--- src/rtl/id_ex_stage.sv ---
// ID/EX pipeline stage: resolves ALU operands through two forwarding paths,
// detects load-use hazards, and registers the issued instruction for EX.
//
// state   | meaning
// --------+--------------------------------------------------
// S_EMPTY | no valid instruction held, out_valid=0
// S_FULL  | instruction issued last edge, out_valid=1
// S_HOLD  | instruction held under downstream stall
module id_ex_stage #(
   parameter int DATA_W = 32,
   parameter int REG_W  = 4,
   parameter int CNT_W  = 16
) (
   input  logic              clk,
   input  logic              rst_n,
   input  logic              in_valid,
   output logic              in_ready,
   input  logic [DATA_W-1:0] in_a,
   input  logic [DATA_W-1:0] in_b,
   input  logic [DATA_W-1:0] in_imm,
   input  logic              in_use_imm,
   input  logic [REG_W-1:0]  in_src_a,
   input  logic [REG_W-1:0]  in_src_b,
   input  logic [REG_W-1:0]  in_dst,
   input  logic              in_wr_en,
   input  logic [3:0]        in_alu_ctrl,
   input  logic              stall,
   input  logic              flush,
   input  logic              fw1_valid,
   input  logic              fw1_is_load,
   input  logic [REG_W-1:0]  fw1_dst,
   input  logic [DATA_W-1:0] fw1_data,
   input  logic              fw2_valid,
   input  logic [REG_W-1:0]  fw2_dst,
   input  logic [DATA_W-1:0] fw2_data,
   output logic              out_valid,
   output logic [DATA_W-1:0] out_a,
   output logic [DATA_W-1:0] out_b,
   output logic [3:0]        out_alu_ctrl,
   output logic [REG_W-1:0]  out_dst,
   output logic              out_wr_en,
   output logic [CNT_W-1:0]  stall_cnt,
   output logic [CNT_W-1:0]  bubble_cnt
);

   typedef enum logic [1:0] {
      S_EMPTY = 2'd0,
      S_FULL  = 2'd1,
      S_HOLD  = 2'd2
   } state_t;

   state_t            state, state_nxt;
   logic              hazard;
   logic              accept;
   logic              load_en;
   logic              valid_nxt;
   logic [DATA_W-1:0] opa, opb;

   // Load-use hazard: the EX/MEM load result is not yet available for forwarding.
   assign hazard = in_valid & fw1_valid & fw1_is_load & (fw1_dst != '0) &
                   ((fw1_dst == in_src_a) | (~in_use_imm & (fw1_dst == in_src_b)));
   assign in_ready = ~stall & ~hazard;
   assign accept   = in_valid & in_ready;

   // Operand resolution; register 0 is hardwired and never forwarded.
   always_comb begin
      opa = in_a;
      if (in_src_a != '0 && fw1_valid && fw1_dst == in_src_a)
         opa = fw1_data;
      else if (in_src_a != '0 && fw2_valid && fw2_dst == in_src_a)
         opa = fw2_data;

      opb = in_b;
      if (in_use_imm)
         opb = in_imm;
      else if (in_src_b != '0 && fw1_valid && fw1_dst == in_src_b)
         opb = fw1_data;
      else if (in_src_b != '0 && fw2_valid && fw2_dst == in_src_b)
         opb = fw2_data;
   end

   // State register.
   always_ff @(posedge clk or negedge rst_n) begin
      if (!rst_n) state <= S_EMPTY;
      else        state <= state_nxt;
   end

   // Next-state logic; flush outranks stall, stall outranks accept.
   always_comb begin
      state_nxt = S_EMPTY;
      if (flush)
         state_nxt = S_EMPTY;
      else if (stall)
         state_nxt = (state == S_EMPTY) ? S_EMPTY : S_HOLD;
      else if (accept)
         state_nxt = S_FULL;
   end

   // Output control derived from the transition being taken.
   always_comb begin
      load_en   = (state_nxt == S_FULL);
      valid_nxt = (state_nxt != S_EMPTY);
   end

   // Registered outputs; payload holds in EMPTY and HOLD, wr_en drops in EMPTY.
   always_ff @(posedge clk or negedge rst_n) begin
      if (!rst_n) begin
         out_valid    <= 1'b0;
         out_a        <= '0;
         out_b        <= '0;
         out_alu_ctrl <= '0;
         out_dst      <= '0;
         out_wr_en    <= 1'b0;
      end else begin
         out_valid <= valid_nxt;
         if (load_en) begin
            out_a        <= opa;
            out_b        <= opb;
            out_alu_ctrl <= in_alu_ctrl;
            out_dst      <= in_dst;
            out_wr_en    <= in_wr_en;
         end else if (!valid_nxt) begin
            out_wr_en    <= 1'b0;
         end
      end
   end

   // Saturating performance counters.
   always_ff @(posedge clk or negedge rst_n) begin
      if (!rst_n) begin
         stall_cnt  <= '0;
         bubble_cnt <= '0;
      end else begin
         if (stall && out_valid && stall_cnt != '1)
            stall_cnt <= stall_cnt + 1'b1;
         if (hazard && !stall && !flush && bubble_cnt != '1)
            bubble_cnt <= bubble_cnt + 1'b1;
      end
   end

endmodule

--- config.mk ---
export PLATFORM = sky130hd
export DESIGN_NAME = id_ex_stage
export DESIGN_NICKNAME = d
export VERILOG_FILES = /design/src/rtl/id_ex_stage.sv
export SDC_FILE = /design/constraint.sdc
export NUM_CORES = 1
export LEC_CHECK = 0
export BUFFER_PORTS_ARGS = -buffer_cell sky130_fd_sc_hd__buf_2
export CORE_MARGIN = 2
export CORE_UTILIZATION = 43
export DETAILED_ROUTE_END_ITERATION = 10
export PLACE_DENSITY = 0.84
export REMOVE_ABC_BUFFERS = 1
export SYNTH_ARGS = -nofsm -noshare
export SYNTH_HDL_FRONTEND = slang
export SYNTH_SLANG_ARGS = --single-unit
--- constraint.sdc ---
create_clock -name clk -period 2.2 [get_ports clk]
set_clock_uncertainty 0.15 [all_clocks]
set_input_delay 0.44 -clock clk [delete_from_list [all_inputs] [get_ports clk]]
set_output_delay 0.44 -clock clk [all_outputs]
set_load 0.01 [all_outputs]
==> summary.md <==
| Metric | Value |
|---|---|
| Post-Syn Area | `0.006518 mm²` |
| Dpl ws | `-0.2262 ns` |
| Proportion of layout cells with a drive suffix above 1 | `40.97%` |
| Syn_area_per_cell | `a little under 9 µm²` |
| Synth Register Bits | `around 110` |
| DRC violations left | `0` |
| Die width | `127.1 µm` |
| Synth cell types | `between 50 and 60` |
| Main area contributors after synthesis | `dfrtp_1, a311o_1, o21ai_0, a21oi_2, nor3b_1` |
| Slew headroom | `37.99%` |
| Met2 wire len | `approximately 12000 µm` |
| Post-Route WL | `24450 µm` |
| Async SR Flop Fraction | `100.0%` |
| Detailed-route wire length per cell | `20.12 µm` |
| RSZ-0062 raised after global routing | `true` |
| Cell count after synthesis | `732` |
| Cts bufs inserted | `9` |
| Commonest non-fill, non-tap cell in the layout | `buf_2` |
| Maximum VDD drop | `0.0003423 V` |
| Max-cap violations | `0` |
| First-pass GRT wire length | `37730 µm` |
| Area of the multi-input gates | `0.003563 mm²` |
| Worst path required time | `2.31 ns` |
| Fin area | `0.008910 mm²` |
| Crit end category | `flop` |
| Final Max Slew Viols | `0` |
| GRT Total Usage | `a little under 30%` |
| Final TNS setup | `0 ns` |
| Combinational family with the most area after synthesis | `compound AO/OA/AOI/OAI gates` |
| Vias per cell | `6.054` |
| CTS tree | `built` |
| Antenna violations before repair | `1` |
| Seq/Total Area, Yosys | `41.47%` |
| Adder-Cell Fraction of Synth Area | `0.3840%` |
| Dpl cell area | `0.008502 mm²` |
| Worst setup margin | `~0.086 ns` |
| Full die area | `0.01616 mm²` |
| Via count | `between 7000 and 8000` |
| Most frequent cells in the layout | `buf_2, dfrtp_1, nand2_1` |
| I/O pins | `approximately 300` |
| Hold Violations, Final | `0` |
| Critical path class | `reg2reg` |
| GPL Wtd Cong | `0.8785` |
| Worst-margin pin slew | `between 0.9 and 1 ns` |
| Main synth FF type | `dfrtp_1` |
| PwrDens | `658.3 mW/mm²` |
| Worst Path Max Fanout | `6` |
| Warning count from the yosys run | `0` |
| Nets | `1221` |
| Core area | `around 0.015 mm²` |
| Final non-filler cell total | `roughly 1200` |
| Finished Core Util | `around 60%` |
| H-tree levels | `3` |
| Number of global-route vias before repair | `7259` |
| Postcts setup bufs | `0` |
| Largest net degree at the start of global routing | `between 60 and 70` |
| DPL Wire Length | `roughly 18000 µm` |
| Total gr overflow | `0` |
| Final Critical Period | `2.114 ns` |
| Register area | `0.002703 mm²` |
| Tcrit/Tclk final | `between 90% and 100%` |
| Longest Clk Path Bufs | `2` |
| Starting density of the core | `44.51%` |
| Outcome | `finished, final reports clean` |
| Leak | `4.113 nW` |
| Root buf cell | `clkbuf_16` |
| Startpoint types | `flop` |
| Synth area leader | `dfrtp_1` |
| Placed cell count | `1197` |
| Length of the first detailed-routing pass in iterations | `5` |
| Yosys top cell area share | `41.47%` |
| M1 WL | `about 9100 µm` |
| Final setup violating endpoints | `0` |
| Post-synthesis compound-gate area fraction | `24.36%` |
| Fillers | `1305` |
| Area Growth Syn to Fin | `36.71%` |
| Worst skew pair latency | `about 0.35 ns` |
| Chip height | `127.1 µm` |
| DR top layer | `met4` |
| XOR/XNOR Fraction of Synth Area | `approximately 5.9%` |
| Critical Path AT | `2.22 ns` |
| Num rows | `between 40 and 50` |
| Mux share of post-synthesis cell area | `less than 1%` |
| Iter 0 DRT Violations | `792` |
| Clk slew on worst S/H paths | `0.08 ns` |
| Count of input and output buffers | `300` |
| Antenna-violating nets left | `0` |
| HP Class | `in2reg` |
| Synth Area in Simple Gates | `22.21%` |
| Met3 WL post-DR | `approximately 2400 µm` |
| Max frequency | `473.0 MHz` |
| Number of flops mapped to enable cells by yosys | `0` |
| Clock sink count | `108` |
-- final timing paths --
kind | endpoint | from | depth (start not counted) | slack [ns]
setup / recovery | bubble_cnt[7]$_DFFE_PN0P_ | bubble_cnt[8]$_DFFE_PN0P_ | 6 | 0.09
hold / removal | out_dst[0]$_DFFE_PN0N_ | in_dst[0] | 3 | 0.12
setup reg to reg | bubble_cnt[7]$_DFFE_PN0P_ | bubble_cnt[8]$_DFFE_PN0P_ | 6 | 0.09
hold reg to reg | out_dst[3]$_DFFE_PN0N_ | out_dst[3]$_DFFE_PN0N_ | 2 | 0.33
max in group asynchronous | out_a[26]$_DFFE_PN0N_ | rst_n | 3 | 0.79
min in group asynchronous | out_b[19]$_DFFE_PN0N_ | rst_n | 2 | 0.42
-- layer usage --
metal | GRT usage, % | up-vias
met3 | 4.941 | 62
met5 | 0 | -
met2 | 52.56 | 554
li1 | - | 3268
met4 | 11.51 | 0
met1 | 35.74 | 3472
-- cell families after synthesis --
group / after synthesis
AO/OA/AOI/OAI: 235
XOR/XNOR: 44
adder cells (fa/ha/maj): 2
buffers and inverters: 70
flip-flops: 108
multiplexers: 3
AND/OR/NAND/NOR: 270
-- registers in the layout, summed over array words and instances (netlist names) --
signal / cells
out_valid: 1
state: 2
stall_cnt: 16
out_wr_en: 1
bubble_cnt: 16
out_a: 32
out_dst: 4
out_b: 32
out_alu_ctrl: 4
-- metrics by stage --
| step | hold WS [ns] | total power, mW |
|---|---|---|
| detailed placement | 0.2001 | 4.084 |
| global route | 0.1222 | 6.139 |
| floorplan | -0.005591 | 3.167 |
| global placement | 0.1995 | 4.041 |
| finish | 0.1246 | 5.866 |
| CTS | 0.1078 | 5.875 |
-- critical path, cell delays in order, from the launching register on --
cell	delay, ns
dfrtp_1	0.44
and4_1	0.24
and3_1	0.23
a311o_1	0.41
buf_6	0.17
nor3_2	0.19
xor2_1	0.20
-- what timing repair did --
action	CTS	global route
gates resized for setup	2	11
endpoints found under the setup margin	2	15
hold buffers	1	0
pin swaps	0	2
hold endpoints to repair	19	0
-- synth_stat cells, types with 2 or more instances --
library cell,count
a211oi_1,32
dfrtp_1,108
a311o_1,33
o21ai_0,56
clkbuf_1,35
ha_1,2
nor2_1,38
nor4_2,5
or3_1,2
buf_2,26
a21oi_1,35
and3_1,9
or2_1,3
mux2_2,2
nor3b_1,34
a21oi_2,30
nand3_1,49
and4_1,5
xnor2_1,27
nor3_1,39
inv_1,2
o21ai_1,40
xor2_1,17
nand4_1,9
buf_6,5
nand2_1,64
-- where the power goes --
part	internal [mW]	total, mW	switching, mW
registers	2.27	2.45	0.182
clock network	1.01	1.79	0.786
logic	0.706	1.62	0.917
-- area by class of cell --
type	count	share of cell area [%]
Clock inverter	7	1.081
Multi-Input combinational cell	554	39.99
Inverter	3	0.1264
Timing Repair Buffer	349	23.33
Sequential cell	108	30.33
Clock buffer	9	2.528
Antenna cell	1	0.02809
Tap cell	184	2.584
No activity file was read; power rests on OpenSTA's default activity.
